[src/rtl/pipe_full_pkg.sv]
// rtl/pipe_full_pkg.sv - shared constants and stage record for the skewed pipelined adder
//
// Purpose: default operand width and the per-stage record that travels down
//          the pipeline. Record fields are sized to PF_MAX_W so the same type
//          serves any WIDTH up to PF_MAX_W; only the low WIDTH bits carry data.
package pipe_full_pkg;

    localparam int PF_WIDTH = 4;
    localparam int PF_MAX_W = 32;

    typedef logic [PF_MAX_W-1:0] pf_word_t;

    // One pipeline slot: valid flag, sum/carry bits produced so far, and the
    // operand bits still waiting for their stage.
    typedef struct packed {
        logic     valid;
        pf_word_t sum;
        pf_word_t carry;
        pf_word_t a;
        pf_word_t b;
    } pf_stage_t;

endpackage

[src/rtl/pipe_full_fa.sv]
// rtl/pipe_full_fa.sv - combinational one-bit full adder
//
// Purpose: single bit of the ripple chain.
// Ports:
//   a_i, b_i  operand bits
//   c_i       carry in
//   s_o       sum bit
//   c_o       carry out (majority of the three inputs)
module pipe_full_fa (
    input  logic a_i,
    input  logic b_i,
    input  logic c_i,
    output logic s_o,
    output logic c_o
);

    assign s_o = a_i ^ b_i ^ c_i;
    assign c_o = (a_i & b_i) | (a_i & c_i) | (b_i & c_i);

endmodule

[src/rtl/pipe_full.sv]
// rtl/pipe_full.sv - bit-serial-skewed pipelined ripple-carry adder
//
// Purpose: stage k adds bit k of its own operand set using the carry that
//          stage k-1 registered one cycle earlier. Latency is WIDTH edges,
//          one new operation accepted every cycle, no backpressure.
// Ports:
//   clk        rising-edge clock
//   rst        synchronous active-high reset
//   in_valid   a/b/cin sampled this cycle
//   a, b       addends (WIDTH bits)
//   cin        carry into bit 0
//   out_valid  sum/carry hold a result completed this cycle
//   sum        sum bits of a+b+cin
//   carry      per-bit carry-outs; carry[WIDTH-1] is the final carry
module pipe_full
    import pipe_full_pkg::*;
#(
    parameter int WIDTH = PF_WIDTH
) (
    input  logic             clk,
    input  logic             rst,
    input  logic             in_valid,
    input  logic [WIDTH-1:0] a,
    input  logic [WIDTH-1:0] b,
    input  logic             cin,
    output logic             out_valid,
    output logic [WIDTH-1:0] sum,
    output logic [WIDTH-1:0] carry
);

    pf_stage_t        stage_q [WIDTH];
    pf_stage_t        stage_d [WIDTH];

    // feed[k] is the record arriving at stage k this cycle.
    pf_stage_t        feed    [WIDTH];

    logic [WIDTH-1:0] fa_a;
    logic [WIDTH-1:0] fa_b;
    logic [WIDTH-1:0] fa_ci;
    logic [WIDTH-1:0] fa_s;
    logic [WIDTH-1:0] fa_co;

    // Stage 0 is fed from the ports; later stages from the previous register.
    // Carry-in of stage k is the carry bit k-1 that its own operand set
    // produced in the previous stage, so each set stays with its own carry.
    always_comb begin
        for (int k = 0; k < WIDTH; k++) begin
            feed[k] = '0;
        end
        fa_ci          = '0;
        feed[0].valid  = in_valid;
        feed[0].a      = pf_word_t'(a);
        feed[0].b      = pf_word_t'(b);
        fa_ci[0]       = cin;
        for (int k = 1; k < WIDTH; k++) begin
            feed[k]  = stage_q[k-1];
            fa_ci[k] = stage_q[k-1].carry[k-1];
        end
        for (int k = 0; k < WIDTH; k++) begin
            fa_a[k] = feed[k].a[k];
            fa_b[k] = feed[k].b[k];
        end
    end

    for (genvar k = 0; k < WIDTH; k++) begin : g_fa
        pipe_full_fa u_fa (
            .a_i (fa_a[k]),
            .b_i (fa_b[k]),
            .c_i (fa_ci[k]),
            .s_o (fa_s[k]),
            .c_o (fa_co[k])
        );
    end

    // Valid always advances; data only loads behind a valid slot, so a bubble
    // leaves the previous result parked in every stage it passes.
    always_comb begin
        for (int k = 0; k < WIDTH; k++) begin
            stage_d[k]       = stage_q[k];
            stage_d[k].valid = feed[k].valid;
            if (feed[k].valid) begin
                stage_d[k]          = feed[k];
                stage_d[k].sum[k]   = fa_s[k];
                stage_d[k].carry[k] = fa_co[k];
            end
        end
    end

    always_ff @(posedge clk) begin
        if (rst) begin
            for (int k = 0; k < WIDTH; k++) begin
                stage_q[k] <= '0;
            end
        end else begin
            for (int k = 0; k < WIDTH; k++) begin
                stage_q[k] <= stage_d[k];
            end
        end
    end

    assign out_valid = stage_q[WIDTH-1].valid;
    assign sum       = stage_q[WIDTH-1].sum[WIDTH-1:0];
    assign carry     = stage_q[WIDTH-1].carry[WIDTH-1:0];

endmodule

[config.mk]
export PLATFORM = sky130hd
export DESIGN_NAME = pipe_full
export DESIGN_NICKNAME = d
export VERILOG_FILES = /design/src/rtl/pipe_full_pkg.sv /design/src/rtl/pipe_full_fa.sv /design/src/rtl/pipe_full.sv
export SDC_FILE = /design/constraint.sdc
export NUM_CORES = 1
export LEC_CHECK = 0
export BUFFER_PORTS_ARGS = -buffer_cell sky130_fd_sc_hd__buf_2
export CORE_AREA = 2 2 56 110
export CTS_CLUSTER_DIAMETER = 60
export CTS_CLUSTER_SIZE = 30
export DETAILED_ROUTE_END_ITERATION = 8
export DIE_AREA = 0 0 58 112
export PLACE_DENSITY = 0.42
export RECOVER_POWER = 25
export SLEW_MARGIN = 5
export SYNTH_ARGS = -nofsm -noshare
export SYNTH_HDL_FRONTEND = slang
export SYNTH_SLANG_ARGS = --single-unit
[constraint.sdc]
create_clock -name clk -period 1.2 [get_ports clk]
set_input_delay 0.12 -clock clk [delete_from_list [all_inputs] [get_ports clk]]
set_output_delay 0.12 -clock clk [all_outputs]
set_load 0.01 [all_outputs]
After elaboration in Yosys (flattened, before gate mapping)
Memory sizes are Yosys's and may differ from the RTL's.
Cells that the tools add are included.
{"block": "word_totals", "inputBits": 12, "ff_bits": 0, "wordCells": 44, "out_inout_bits": 9, "ramBits": 516, "memories": 1}
{"memory": "stage_q", "depth": 4, "width": 129, "rd": 4, "rd_clocked_by_memory_dff": 0, "wr": 4, "line": "pipe_full.sv:31", "text": "pf_stage_t stage_q [WIDTH];"}
{"block": "classes", "muxes": 11, "bitwise": 32}
{"op": "two-way mux 129 bit", "n": 8}
{"op": "bitwise AND 1 bit", "n": 12}
{"op": "bitwise OR 1 bit", "n": 12}
{"op": "bitwise XOR 1 bit", "n": 8}
{"op": "two-way mux 1 bit", "n": 3}

Logic depth before layout (Yosys ltp)
An unclocked memory read counts as a cell.
{"block": "logic_depth", "word_depth": 6, "mapped_depth": 3, "mapped_depth_nobuf": 3}

Cells and area by module
Synthesis repeated with hierarchy kept, for this count alone.
{"block": "hier_totals", "hier_cells": 116, "hier_area_um2": 1352.5}
{"mod": "pipe_full", "area_each_um2": 1272.5, "cells_per_inst": 112, "seq_area_each_um2": 720.7, "instances": 1}
{"mod": "pipe_full_fa", "area_each_um2": 20.0, "cells_per_inst": 1, "seq_area_each_um2": 0.0, "instances": 4}

Worst setup path after synthesis
Ideal clock, no wire load.
{"block": "synth_timing", "kind": "reg-to-reg", "start": "mem stage_q[0][64] (netlist bit)", "end": "mem stage_q[1][97] (netlist bit)", "t_arrival_ns": 0.940, "slack_ns": 0.145, "period_less_slack_ns": 1.055, "path_buffers": 0, "required_time_ns": 1.086, "setup_ns": 0.114, "stages_incl_launch_ff": 4, "cell_sequence": "dfxtp_1 fa_1 mux2i_1 nor2_1"}
{"item": "from (decl)", "line": "pipe_full.sv:31"}

==> impl_metrics.yaml <==
synthesis:
  synthesis.area_mm2: 0.00135
  async_flop_share_pct: 0
  synth_edf_count: 0
  synthDistinctLibCells: 7
  yosys-top-cells-count: "dfxtp_1 (36), mux2i_1 (32), nor2_1 (32), buf_6 (7)"
  synth-seq-cells: 36
  yosysTopAreaCell: "dfxtp_1"
  postSynthAreaPerCell_um2: 11.7
  ys_warn_count: 0
  synthCells: 116
  yosys-top-cells-area: "dfxtp_1 (53%), mux2i_1 (24%), nor2_1 (8.9%), fa_1 (5.9%), buf_6 (5.8%)"
  syn_nets: 132
  yosysSeqAreaShare_pct: 53.3
  yosysMostFrequentCell: "dfxtp_1"
  synth_flop_cell: "dfxtp_1"
  netlist.area_leader.share_pct: 53.3
critical_path:
  setup.worst_path.class: "flip-flop to flip-flop"
  rr_endpoint: "stage_q[3][99]"
  max_stage_delay_ns: 0.48
  r2r-start: "stage_q[2][66]"
  required_ns: 1.36
  crit_fanout: 3
  crit_arrival_ns: 1.28
  r2r.worst_path.cells: 3
  path_cells: "fa_1 > mux2i_1 > nor2_1"
  start_kind: "flip-flop"
  crit_path_end_kind: "flip-flop"
  ff2ff_setup_slack_ns: 0.08
  crit_slowest_cell: "fa_1"
global_route:
  grt_pass1_wl_mm: 3.95
  track_usage_pct: 8.13
  grt_pass1_vias: 806
  grt.overflow.total: 0
  antenna_found_initial: 0
  grt_max_degree: 37
sta:
  clock_skew_ns: 0.00247
  layout_setup_ws_ns: 0.0810
  relSlewSlack_pct: 59.0
  fmax_mhz: 894
  worstMarginPinSlew_ns: 0.615
  hold_violations: 0
  rsz0062_at_grt: "no"
  fin_crit_ns: 1.12
  whs_ns: 0.0805
  fin_crit_sh_pct: 93.3
  drv_slew: 0
  tns_ns: 0
  setup_viol: 0
floorplan:
  io_pins: 21
  fp.dieH_um: 112
  coreArea_mm2: 0.00566
  initial_utilization_pct: 23.9
  num_rows: 39
  fp.dieW_um: 58
  die_area_mm2: 0.00650
worst_hold_path:
  holdPathEnd: "stage_q[0][2]"
  hold_path_depth: 3
  min_from: "b[2]"
  hold_class: "primary input to flip-flop"
clocking:
  cts.sink_count: 36
  clk_path_buf_depth: 2
  tritoncts: "yes"
  root_buffer: "clkbuf_16"
  clk-insertion-delay-late_ns: 0.27
  cts_max_level: 2
  clk_pin_slew_ns: 0.05
  cts_buffers: 5
  cts-hold-fix-buffers: 0
final_layout:
  syn_to_final_growth_pct: 21.0
  final_util_pct: 28.9
  reg_top3: "stage_q: 36 flops"
  nets: 157
  final_cells: 203
  largest_register: "stage_q"
  largest_register_ffs: 36
  diodes: 0
  drive_above_1_share_pct: 21.1
  design_area_mm2: 0.00164
power:
  power.leakage_nw: 0.693
  p_per_area_mw_per_mm2: 1630
  p_total_mw: 2.66
  vdd_ir_drop_max_uv: 956
placed_design:
  portBuffers: 20
  place_congestion: 0.687
  place_hpwl_mm: 1.72
  dp.cells: 195
  placed_cell_area_mm2: 0.00150
  dp_slack_ns: 0.0567
detailed_routing:
  routed_wl_mm: 2.35
  drc: 0
  ant_nets: 0
  via_per_inst: 4.05
  detail_route.first_pass.iterations: 3
  vias: 822
  wire_per_inst_um: 11.6
  first_iter_violations: 20
job:
  cap_violations: 0
run_status:
  status: "complete, no violations"
[how the worst max path moves through the flow]
stage,start,to,slack [ns],cells after the start
2_1_floorplan,stage_q[0][64],stage_q[1][97],0.15,3
3_3_place_gp,stage_q[2][66],stage_q[3][99],0.09,3
3_5_place_dp,stage_q[2][66],stage_q[3][99],0.06,3
4_1_cts,stage_q[2][66],stage_q[3][99],0.06,3
5_1_grt,stage_q[2][66],stage_q[3][99],0.006,3
6_report,stage_q[2][66],stage_q[3][99],0.08,3
[per-layer routing]
layer | track usage, % | vias up | routed length (um)
li1 | - | 424 | -
met2 | 13.6 | 14 | 1230
met1 | 8.44 | 378 | 946
met3 | 2.67 | 6 | 92
met4 | 5.12 | 0 | 73
met5 | 0 | - | 0
[placed cells by master, fill, tap and decap left out, drive strengths merged]
cell | Yosys | layout
buf | 8 | 22
clkbuf | 0 | 12
dfxtp | 36 | 36
fa | 4 | 4
mux2i | 32 | 32
nor2 | 32 | 32
nor2b | 4 | 4
[critical path: cells and delay by family (launching register included)]
kind / cells / cell delay [ns]
fa+ha+maj: 1 / 0.48
flops: 1 / 0.34
mux: 1 / 0.15
simple gates: 1 / 0.05
[cell families after synthesis]
family / synth area share [%]
multiplexers: 23.7
flip-flops: 53.3
AND/OR/NAND/NOR: 10.7
buffers and inverters: 6.38
adder cells (fa/ha/maj): 5.92
[timing repair]
action	4_1_cts	5_1_grt
buffers inserted	0	0
setup endpoints to repair	0	1
resized for setup	0	1
[where the power goes]
part / switching, mW / internal, mW / total, mW
Sequential: 0.0185 / 1.23 / 1.25
Clock: 0.448 / 0.827 / 1.28
Combinational: 0.0697 / 0.0692 / 0.139
[cell type report]
class                           instances  area [um2]
Clock buffer                            8         146
Fill cell                             614        4020
Multi-Input combinational cell         72         546
Sequential cell                        36         722
Tap cell                               61        76.3
Timing Repair Buffer                   26         146
Note: power is estimated with default switching activity, not from simulation.
